==> src/rtl/bin2bcd_seq.sv <==
// Sequential double-dabble binary to BCD converter, one bit per clock.
// Optional: define BIN2BCD_AUTO_CONV_EN to start on any change of numero.
module bin2bcd_seq #(
  parameter int BIN_W   = 27,
  parameter int DIGITS  = 8,
  parameter int MAX_VAL = 99999999
) (
  input  logic             clk,
  input  logic             rst,
  input  logic             start,
  input  logic [BIN_W-1:0] numero,
  output logic             busy,
  output logic             done,
  output logic             ovf,
  output logic [3:0]       num0,
  output logic [3:0]       num1,
  output logic [3:0]       num2,
  output logic [3:0]       num3,
  output logic [3:0]       num4,
  output logic [3:0]       num5,
  output logic [3:0]       num6,
  output logic [3:0]       num7
);

  localparam int BW = 4 * DIGITS;
  localparam int CW = $clog2(BIN_W + 1);
  localparam logic [BIN_W-1:0] MAX_B = BIN_W'(MAX_VAL);
  localparam logic [CW-1:0] CNT_LD = CW'(BIN_W);

  typedef enum logic [1:0] {
    IDLE,
    SHIFT,
    DONE
  } state_t;

  state_t              state_q;
  logic [BIN_W-1:0]    bin_q;
  logic [BW-1:0]       bcd_q;
  logic [CW-1:0]       cnt_q;
  logic                of_q;
  logic [BW-1:0]       dig_q;
  logic                ovf_q;
  logic                done_q;
  logic [BW-1:0]       adj_d;
  logic [BW+BIN_W-1:0] sh_d;
  logic                trig;
  logic                take;

`ifdef BIN2BCD_AUTO_CONV_EN
  logic [BIN_W-1:0]    last_q;
  assign trig = start | (numero != last_q);
`else
  assign trig = start;
`endif

  // The DONE exit edge doubles as an accept edge for back-to-back runs.
  assign take = trig & ((state_q == IDLE) | (state_q == DONE));

  // Add-3 correction on every nibble, then shift the joint register.
  always_comb begin
    adj_d = bcd_q;
    for (int i = 0; i < DIGITS; i++) begin
      if (bcd_q[4*i +: 4] >= 4'd5)
        adj_d[4*i +: 4] = bcd_q[4*i +: 4] + 4'd3;
    end
    sh_d = {adj_d, bin_q} << 1;
  end

  // Conversion FSM with registered digits, ovf and done.
  always_ff @(posedge clk or negedge rst) begin
    if (!rst) begin
      state_q <= IDLE;
      bin_q   <= '0;
      bcd_q   <= '0;
      cnt_q   <= '0;
      of_q    <= 1'b0;
      dig_q   <= '0;
      ovf_q   <= 1'b0;
      done_q  <= 1'b0;
`ifdef BIN2BCD_AUTO_CONV_EN
      last_q  <= '0;
`endif
    end else begin
      done_q <= 1'b0;
      if (take) begin
        state_q <= SHIFT;
        bcd_q   <= '0;
        cnt_q   <= CNT_LD;
        of_q    <= (numero > MAX_B);
        bin_q   <= (numero > MAX_B) ? '0 : numero;
`ifdef BIN2BCD_AUTO_CONV_EN
        last_q  <= numero;
`endif
      end else begin
        case (state_q)
          SHIFT: begin
            if (cnt_q != '0) begin
              bcd_q <= sh_d[BW+BIN_W-1:BIN_W];
              bin_q <= sh_d[BIN_W-1:0];
              cnt_q <= cnt_q - 1'b1;
            end else begin
              dig_q   <= bcd_q;
              ovf_q   <= of_q;
              done_q  <= 1'b1;
              state_q <= DONE;
            end
          end
          DONE:    state_q <= IDLE;
          default: state_q <= IDLE;
        endcase
      end
    end
  end

  assign busy = (state_q != IDLE);
  assign done = done_q;
  assign ovf  = ovf_q;
  assign num0 = dig_q[3:0];
  assign num1 = dig_q[7:4];
  assign num2 = dig_q[11:8];
  assign num3 = dig_q[15:12];
  assign num4 = dig_q[19:16];
  assign num5 = dig_q[23:20];
  assign num6 = dig_q[27:24];
  assign num7 = dig_q[31:28];

endmodule
==> config.mk <==
export PLATFORM = sky130hd
export DESIGN_NAME = bin2bcd_seq
export DESIGN_NICKNAME = d
export VERILOG_FILES = /design/src/rtl/bin2bcd_seq.sv
export SDC_FILE = /design/constraint.sdc
export NUM_CORES = 1
export LEC_CHECK = 0
export ABC_AREA = 1
export BUFFER_PORTS_ARGS = -buffer_cell sky130_fd_sc_hd__buf_2
export CAP_MARGIN = 5
export CORE_MARGIN = 5
export CORE_UTILIZATION = 58
export CTS_BUF_LIST = sky130_fd_sc_hd__clkbuf_16
export CTS_CLUSTER_DIAMETER = 100
export CTS_CLUSTER_SIZE = 28
export DETAILED_ROUTE_END_ITERATION = 12
export PLACE_DENSITY_LB_ADDON = 0.05
export SLEW_MARGIN = 20
export SYNTH_ARGS = -nofsm -noshare
export SYNTH_HDL_FRONTEND = slang
export SYNTH_SLANG_ARGS = --single-unit
export TNS_END_PERCENT = 100
==> constraint.sdc <==
create_clock -name clk -period 1.6 [get_ports clk]
set_clock_uncertainty 0.05 [all_clocks]
set_input_delay 0.16 -clock clk [delete_from_list [all_inputs] [get_ports clk]]
set_output_delay 0.16 -clock clk [all_outputs]
set_load 0.05 [all_outputs]
Word level (Yosys, flattened, before mapping). Cells that the tools add are included.

Memories kept: 0. Input bits: 30. Latch bits: 0. Bits in writable memories: 0. Bits in registers: 101. Memory bits (read-only): 0.

Div/mod/pow operators: 0. Multiplexer cells: 24. $add $sub $neg: 9. Multipliers: 0. Equal/unequal tests: 3. Order comparisons: 9. Bitwise logic cells: 4. Reductions and logical operators: 7. Shift operators: 0.

Operator list (count): $mux W27 (4); $mux W32 (3); $ge A4 B3 Y1 const B (8); $add A4 B2 Y4 const B (7); $mux W4 (7); $gt A27 B27 Y1 const B (1); $mux W5 (3); $mux W2 (3); $reduce_bool A2 Y1 (3); $reduce_bool A5 Y1 (1); $sub A5 B1 Y5 const B (1); $add A3 B2 Y3 const B (1); $mux W1 (3); $mux W3 (1); $ne A3 B3 Y1 const B (1); $reduce_and A3 Y1 (1); $eq A2 B1 Y1 const B (1); $eq A2 B2 Y1 const B (1); $logic_not A2 Y1 (1); $not A1 Y1 (2); $reduce_and A2 Y1 (1); $and A1 B1 Y1 (1); $or A1 B1 Y1 (1).

Longest topological paths before layout. Gate-level depths: netlist of run 1.

Word-level depth: 5. Mapped depth: 11. Mapped depth without buffers: 10.

Worst setup path after synthesis of run 1. Ideal clock, no wire load.

Path type: reg-to-reg. Start point: reg cnt_q[0]. End point: reg dig_q[22]. Cell stages (with the launch flop): 10. Library setup time: 122 ps. Data required time: 1428 ps. Data arrival time: 1282 ps. Path slack: 146 ps. Cell sequence: dfrtp_1 -> inv_1 -> ha_1 -> nand3_2 -> nor2_4 -> inv_2 -> buf_6 -> buf_6 -> nand2_1 -> o21ai_1.

Word-level cells in the longest chain between the ends: 3.

RTL lines: start, declared (line 39) `logic [CW-1:0] cnt_q;`; start signal, assigned (line 100) `cnt_q <= cnt_q - 1'b1;`; $reduce_bool A5 Y1 (line 97) `if (cnt_q != '0) begin`; $not A1 Y1 (no line); $reduce_and A3 Y1 (no line); end signal, assigned (line 102) `dig_q <= bcd_q;`; end, declared (line 41) `logic [BW-1:0] dig_q;`.

Every way passes these cells. A chain may end at the register's enable or synchronous reset.

Worst setup path in the final report of run 1.
Start point: reg bcd_q[1]. End point: reg bcd_q[1].

Word-level cells in the longest chain between the ends: 5.

RTL lines: start, declared (line 38) `logic [BW-1:0] bcd_q;`; start signal, assigned (line 98) `bcd_q <= sh_d[BW+BIN_W-1:BIN_W];`; $ge A4 B3 Y1 (line 63) `if (bcd_q[4*i +: 4] >= 4'd5)`; $mux W4 (line 63); $mux W32 (line 97); $mux W32 (line 95) `case (state_q)`; $mux W32 (line 85) `if (take) begin`.

Every way passes these cells. The select of a mux whose other input is x is not followed.

==> results of run 1 <==
layout make-up:
cell class                 instances  share of cell area, %
tap                              108                   2.23
timing repair buffer              87                   9.64
clock buffer                       9                   3.72
clock inverter                     7                  0.578
inverter                          59                   3.78
sequential                       101                   41.7
multi-input combinational        386                   38.3
where the power goes:
group | total (uW) | switching, uW | internal, uW | leakage [uW]
Clock | 1940 | 906 | 1030 | 0.000129
Combinational | 7070 | 4640 | 2430 | 0.00166
Sequential | 4440 | 715 | 3720 | 0.00125
repair_timing:
| action | 4_1_cts | 5_1_grt |
|---|---|---|
| hold endpoints to repair | 101 | 0 |
| resized for setup | 2 | 25 |
| buffers inserted | 3 | 2 |
| hold buffers | 1 | 0 |
| setup endpoints to repair | 1 | 56 |
| pin swaps | 1 | 2 |
cells in the mapped netlist, drive strengths merged, types with 2 or more instances:
library cell	instances	area share, %
xor2	7	1.2
o21ai	74	8.9
nand4	4	0.48
nand3	75	9.8
inv	59	4.3
nand2	150	12
ha	18	4.3
o32ai	5	0.84
o22ai	11	1.3
buf	21	3.5
nor3	3	0.39
dfrtp	101	49
a21oi	3	0.29
or2	3	0.36
nor2	27	2.4
a22oi	2	0.29
how the worst max path moves through the flow:
stage,startpoint,to,slack (ns)
after CTS,cnt_q[1],bcd_q[21],0.0003
after floorplan,cnt_q[0],dig_q[22],0.15
after global placement,cnt_q[1],bcd_q[23],0.09
final,bcd_q[1],bcd_q[1],0.1
after global routing,bcd_q[1],bcd_q[2],-0.01
after detailed placement,cnt_q[1],bin_q[23],0.01
worst max-delay path, delay by kind of cell, from the launching register on:
kind,cells,cell delay [ns]
and+or+nand+nor,4,0.56
adders and majority gates,1,0.22
AOI/OAI and AO/OA,1,0.07
buffers and inverters,1,0.12
DFF,1,0.36
logic make-up after synthesis:
logic type / Yosys count / share of synthesized area [%]
flops: 101 / 48.6
buf+inv: 81 / 7.92
fa+ha+maj: 18 / 4.33
compound gates: 98 / 12.1
xor+xnor: 8 / 1.35
simple gates: 262 / 25.7
state kept, by name, summed over array words and instances, names as in the netlist:
name     count
bcd_q       32
dig_q       32
bin_q       27
cnt_q        5
state_q      2
done         1
of_q         1
ovf          1
stage by stage:
| stage | total power, uW | area, sq um | setup TNS [ns] |
|---|---|---|---|
| after floorplan | 9530 | 5200 | 0 |
| after global placement | 10800 | 5670 | 0 |
| after detailed placement | 11100 | 5670 | 0 |
| after CTS | 13200 | 5980 | 0 |
| after global routing | 14500 | 6060 | -0.0421 |
| final | 13400 | 6060 | 0 |
per-layer routing:
metal  up-vias  GRT usage (%)  part of all wire [%]
met4         0           8.22                   2.3
li1       2013              -                     -
met1      1920           25.5                    45
met3        25           3.27                   3.6
met5         -              0                     0
met2        77           35.2                    50
==> metrics.md, run 1 <==
| Metric | Value |
|---|---|
| Worst vdd ir | roughly 0.75 mV |
| Worst hold path stage count | 3 |
| 1st-pass router iterations | 4 |
| ANT nets after route | 0 |
| Root Buffer | clkbuf_16 |
| Most common cell after layout, fill and taps aside | nand2_1 |
| Initial DRC count | between 150 and 200 |
| CTS tree | done |
| Vias per std cell | 5.33 |
| Final min period | ~1.5 ns |
| CP Launch Type | flop |
| Pre-CTS WS | between 0.01 and 0.015 ns |
| Area of the multi-input gates | between 2000 and 2500 sq um |
| Setup violations, final | 0 |
| CTS Buf Count | 9 |
| Fin Hold WS | between 0.02 and 0.025 ns |
| Number of warnings issued by yosys | 0 |
| Worst Tran Pin Value | 0.268 ns |
| Clk slew on worst S/H paths | 0.07 ns |
| Diode count | 0 |
| Starting Density | 59.6% |
| Hold path endpoint | bin_q[23] |
| Area grow syn2layout | 16.5% |
| Non-filler cells, final | approximately 760 |
| Critical R2R Launch | bcd_q[1] |
| Placed Instances | 735 |
| Ports | 65 |
| Mapped cell area | ~5200 sq um |
| Core Region | 8720 sq um |
| Grt ovf | 0 |
| Status | completed |
| Clock Latency Late Sink | 0.33 ns |
| R2R cell count | 7 |
| WP data required | 1.76 ns |
| IO Port Bufs | 64 |
| Sequential cell area | roughly 2500 sq um |
| Routed length per placed instance | 14.1 um |
| Max_cap viols | 0 |
| Worst hold path class | in2reg |
| Crit path largest cell delay | 0.36 ns |
| DIE WIDTH | 105 um |
| Share of layout cells above drive strength 1 | 31.9% |
| Avg Cell Area, Syn | ~9.2 sq um |
| Fmax | 665 MHz |
| Cell chain of the critical path | inv_1 > ha_1 > or2_2 > nand3_2 > nand2_1 > nand2_1 > o22ai_1 |
| Syn Nets | 616 |
| Final Slew Violations | 0 |
| R2R Path End | bcd_q[1] |
| WL final | about 11,000 um |
| Cell repeated most along the worst path | nand2_1 |
| Critical path type | reg2reg |
| Die Area | 11,000 sq um |
| Largest net degree at the start of global routing | 36 |
| Fin util | 69.5% |
| H-tree depth | 3 |
| CP max-delay cell | dfrtp_1 |
| Leak | 0.00304 uW |
| Row count | 34 |
| Yosys cell types | 35 |
| Most frequent cells in the layout | 127 x nand2_1, 101 x dfrtp_1, 63 x buf_2 |
| HP Start | numero[23] |
| Post-synth EDFFs | 0 |
| Top FF cell, synth | dfrtp_1 |
| Relative slew slack | around four fifths |
| CTS sink cnt | 101 |
| # fillers | 692 |
| Pwr dens | roughly 2200 nW/um^2 |
| Drt drc | 0 |
| Critical path peak fanout | 5 |
| CTS max path bufs | 2 |
| Die height | 105 um |
| Register area share after synthesis | 48.6% |
| Final GP Congestion | about 0.81 |
| RSZ-0062 raised after global routing | yes |
| Setup ws final | 0.0964 ns |
| NumNets Final | 692 |
| Final hold vios | 0 |
| GRT Util Overall | 20.4% |
| First-pass GRT wire length | 18,800 um |
| Initial antenna violation count | 0 |
| Final Cycle Share | 94.0% |
| Cells after synthesis | 568 |
| Vias in the first global route | 4,201 |
| Crit path capture type | flop |
| Worst R2R Setup Slack | 0.1 ns |
| DP Wirelength | 7520 um |
| Seq cells post-synth | 101 |
| Vias | 4,035 |
| Ys async rst share | 100% |
| Crit path arrival time | around 1.7 ns |
Note: power is estimated with default switching activity, not from simulation.
==> run 2: changes to the inputs <==
CORE_ASPECT_RATIO = 1.75   (was default)
HOLD_SLACK_MARGIN = 0.1   (was default)
==> run 2 against run 1 <==
Against the previous run: final area increased by 4.5%; routed wire length rose by 8.1%; sequential power barely moved; sequential share of layout area fell by 1.8 points; combinational power about the same; flip-flop and latch count is the same; largest power group unchanged.
==> metrics.md, run 2 (synthesis results as in run 1) <==
| Metric | Value |
|---|---|
| Status | completed |
| IO Port Bufs | 64 |
| Most common cell after layout, fill and taps aside | nand2_1 |
| Root Buffer | clkbuf_16 |
| Crit path capture type | flop |
| Pre-CTS WS | -0.00479 ns |
| Initial antenna violation count | 0 |
| Comb pwr share | 52.8% |
| Worst Tran Pin Value | about 0.36 ns |
| CTS Buf Count | 9 |
| Diode count | 0 |
| Relative slew slack | 76.2% |
| Core Region | 8730 sq um |
| Initial DRC count | 175 |
| Final hold vios | 0 |
| WL final | 11,500 um |
| Setup violations, final | 0 |
| Critical path peak fanout | 13 |
| Share of layout cells above drive strength 1 | between 20% and 30% |
| Most frequent cells in the layout | 125 x nand2_1, 101 x dfrtp_1, 49 x buf_2 |
| NumNets Final | 705 |
| GRT Util Overall | 22.1% |
| Worst hold path class | in2reg |
| Die height | 135 um |
| Starting Density | 59.6% |
| Fmax | roughly 650 MHz |
| Clock Latency Late Sink | 0.34 ns |
| CTS max path bufs | 2 |
| Max_cap viols | 0 |
| Vias in the first global route | ~4,400 |
| Critical path type | reg2reg |
| WP data required | 1.79 ns |
| Design Power | between 10,000 and 15,000 uW |
| Final Cycle Share | 96.2% |
| ANT nets after route | 0 |
| Routed length per placed instance | 14.8 um |
| 1st-pass router iterations | 4 |
| Registers with the most flip-flops | bcd_q (32), dig_q (32), bin_q (27) |
| Largest net degree at the start of global routing | between 40 and 50 |
| Worst R2R Setup Slack | 0.06 ns |
| P_sw | 6240 uW |
| Die Area | 11,000 sq um |
| Final Slew Violations | 0 |
| Clock power share | roughly 14% |
| Vias per std cell | 5.41 |
| CTS sink cnt | 101 |
| H-tree depth | 3 |
| Row count | 45 |
| Pwr dens | 2130 nW/um^2 |
| DP Wirelength | 7880 um |
| Worst vdd ir | 0.879 mV |
| Clk slew on worst S/H paths | about 0.06 ns |
| Final min period | 1.54 ns |
| Leak | 0.00318 uW |
| CP Launch Type | flop |
| Int Pwr | 7220 uW |
| Grt ovf | 0 |
| Fin util | 72.5% |
| Drt drc | 0 |
| Seq pwr share | 32.8% |
| Switch share | 46.4% |
| Final GP Congestion | 0.793 |
| Vias | 4,214 |
| CTS tree | done |
| Area grow syn2layout | 21.7% |
| DIE WIDTH | 81.6 um |
| First-pass GRT wire length | just under 20,000 um |
| Placed Instances | 743 |
| Ports | 65 |
| Crit path arrival time | 1.73 ns |
| Non-filler cells, final | 779 |
| Setup ws final | 0.0611 ns |
[run 2: changes by cell type in the layout (fill, tap and decap cells not counted), sizes merged]
cell          delta
clkinvlp         -2
dlygate4sd3     +20
inv              -1
buf             -16
dlymetal6s4s     +6
clkinv           +3
clkbuf           +3
[run 2: power groups by stage]
| stage | clock network, uW | logic (uW) | registers, uW |
|---|---|---|---|
| floorplan | 0 | 4100 | 5430 |
| global placement | 0 | 6490 | 4410 |
| detailed placement | 0 | 6720 | 4450 |
| CTS | 1970 | 6840 | 4420 |
| global route | 2060 | 7910 | 4570 |
| finish | 1940 | 7100 | 4410 |
[run 2: area by class of cell]
cell class / count / area (sq um)
Tap cell: 117 / 146
Sequential cell: 101 / 2530
Multi-Input combinational cell: 386 / 2320
Inverter: 59 / 231
Clock buffer: 9 / 225
Timing Repair Buffer: 100 / 850
Clock inverter: 7 / 33.8
Fill cell: 645 / 2400
[run 2: per-stage QoR]
| stage | hold WS [ns] | TNS [ns] | cell area, sq um |
|---|---|---|---|
| after floorplan | -0.186 | 0 | 5200 |
| after global placement | 0.0459 | 0 | 5680 |
| after detailed placement | 0.0500 | -0.00480 | 5680 |
| after global routing | 0.194 | -0.0560 | 6330 |
| final | 0.168 | 0 | 6330 |
| after CTS | 0.185 | 0 | 6210 |
[run 2: per-layer routing]
metal	share of wire, %	track usage (%)	routed length, um	vias to the layer above
met1	38	24.7	4400	2049
met2	55	39.6	6350	92
met3	3.2	3.26	371	23
met4	3.5	11.5	405	0
met5	0	0	0	-
li1	-	-	-	2050
[run 2: worst max-delay path: stages, from the launching register on]
cell and delay (ns):
dfrtp_1 0.39, inv_2 0.08, ha_2 0.19, nand3_4 0.11, nand2_4 0.15, nand2_4 0.09
buf_4 0.20, o22ai_1 0.20
[run 2: path summary, 6_finish.rpt]
kind | startpoint | endpoint | depth (start not counted)
setup reg to reg | cnt_q[1] | bcd_q[5] | 7
setup / recovery | cnt_q[1] | bcd_q[5] | 7
hold reg to reg | ovf | ovf | 2
min in group asynchronous | rst | dig_q[12] | 2
hold / removal | numero[19] | bin_q[19] | 3
max in group asynchronous | rst | state_q[0] | 3
[run 2: repair_timing]
action,in CTS,in global routing
gates cloned,0,4
buffers inserted,0,3
endpoints found under the hold margin,127,0
setup endpoints to repair,6,94
pin swaps,0,13
hold buffers,27,0
gates resized for setup,2,31
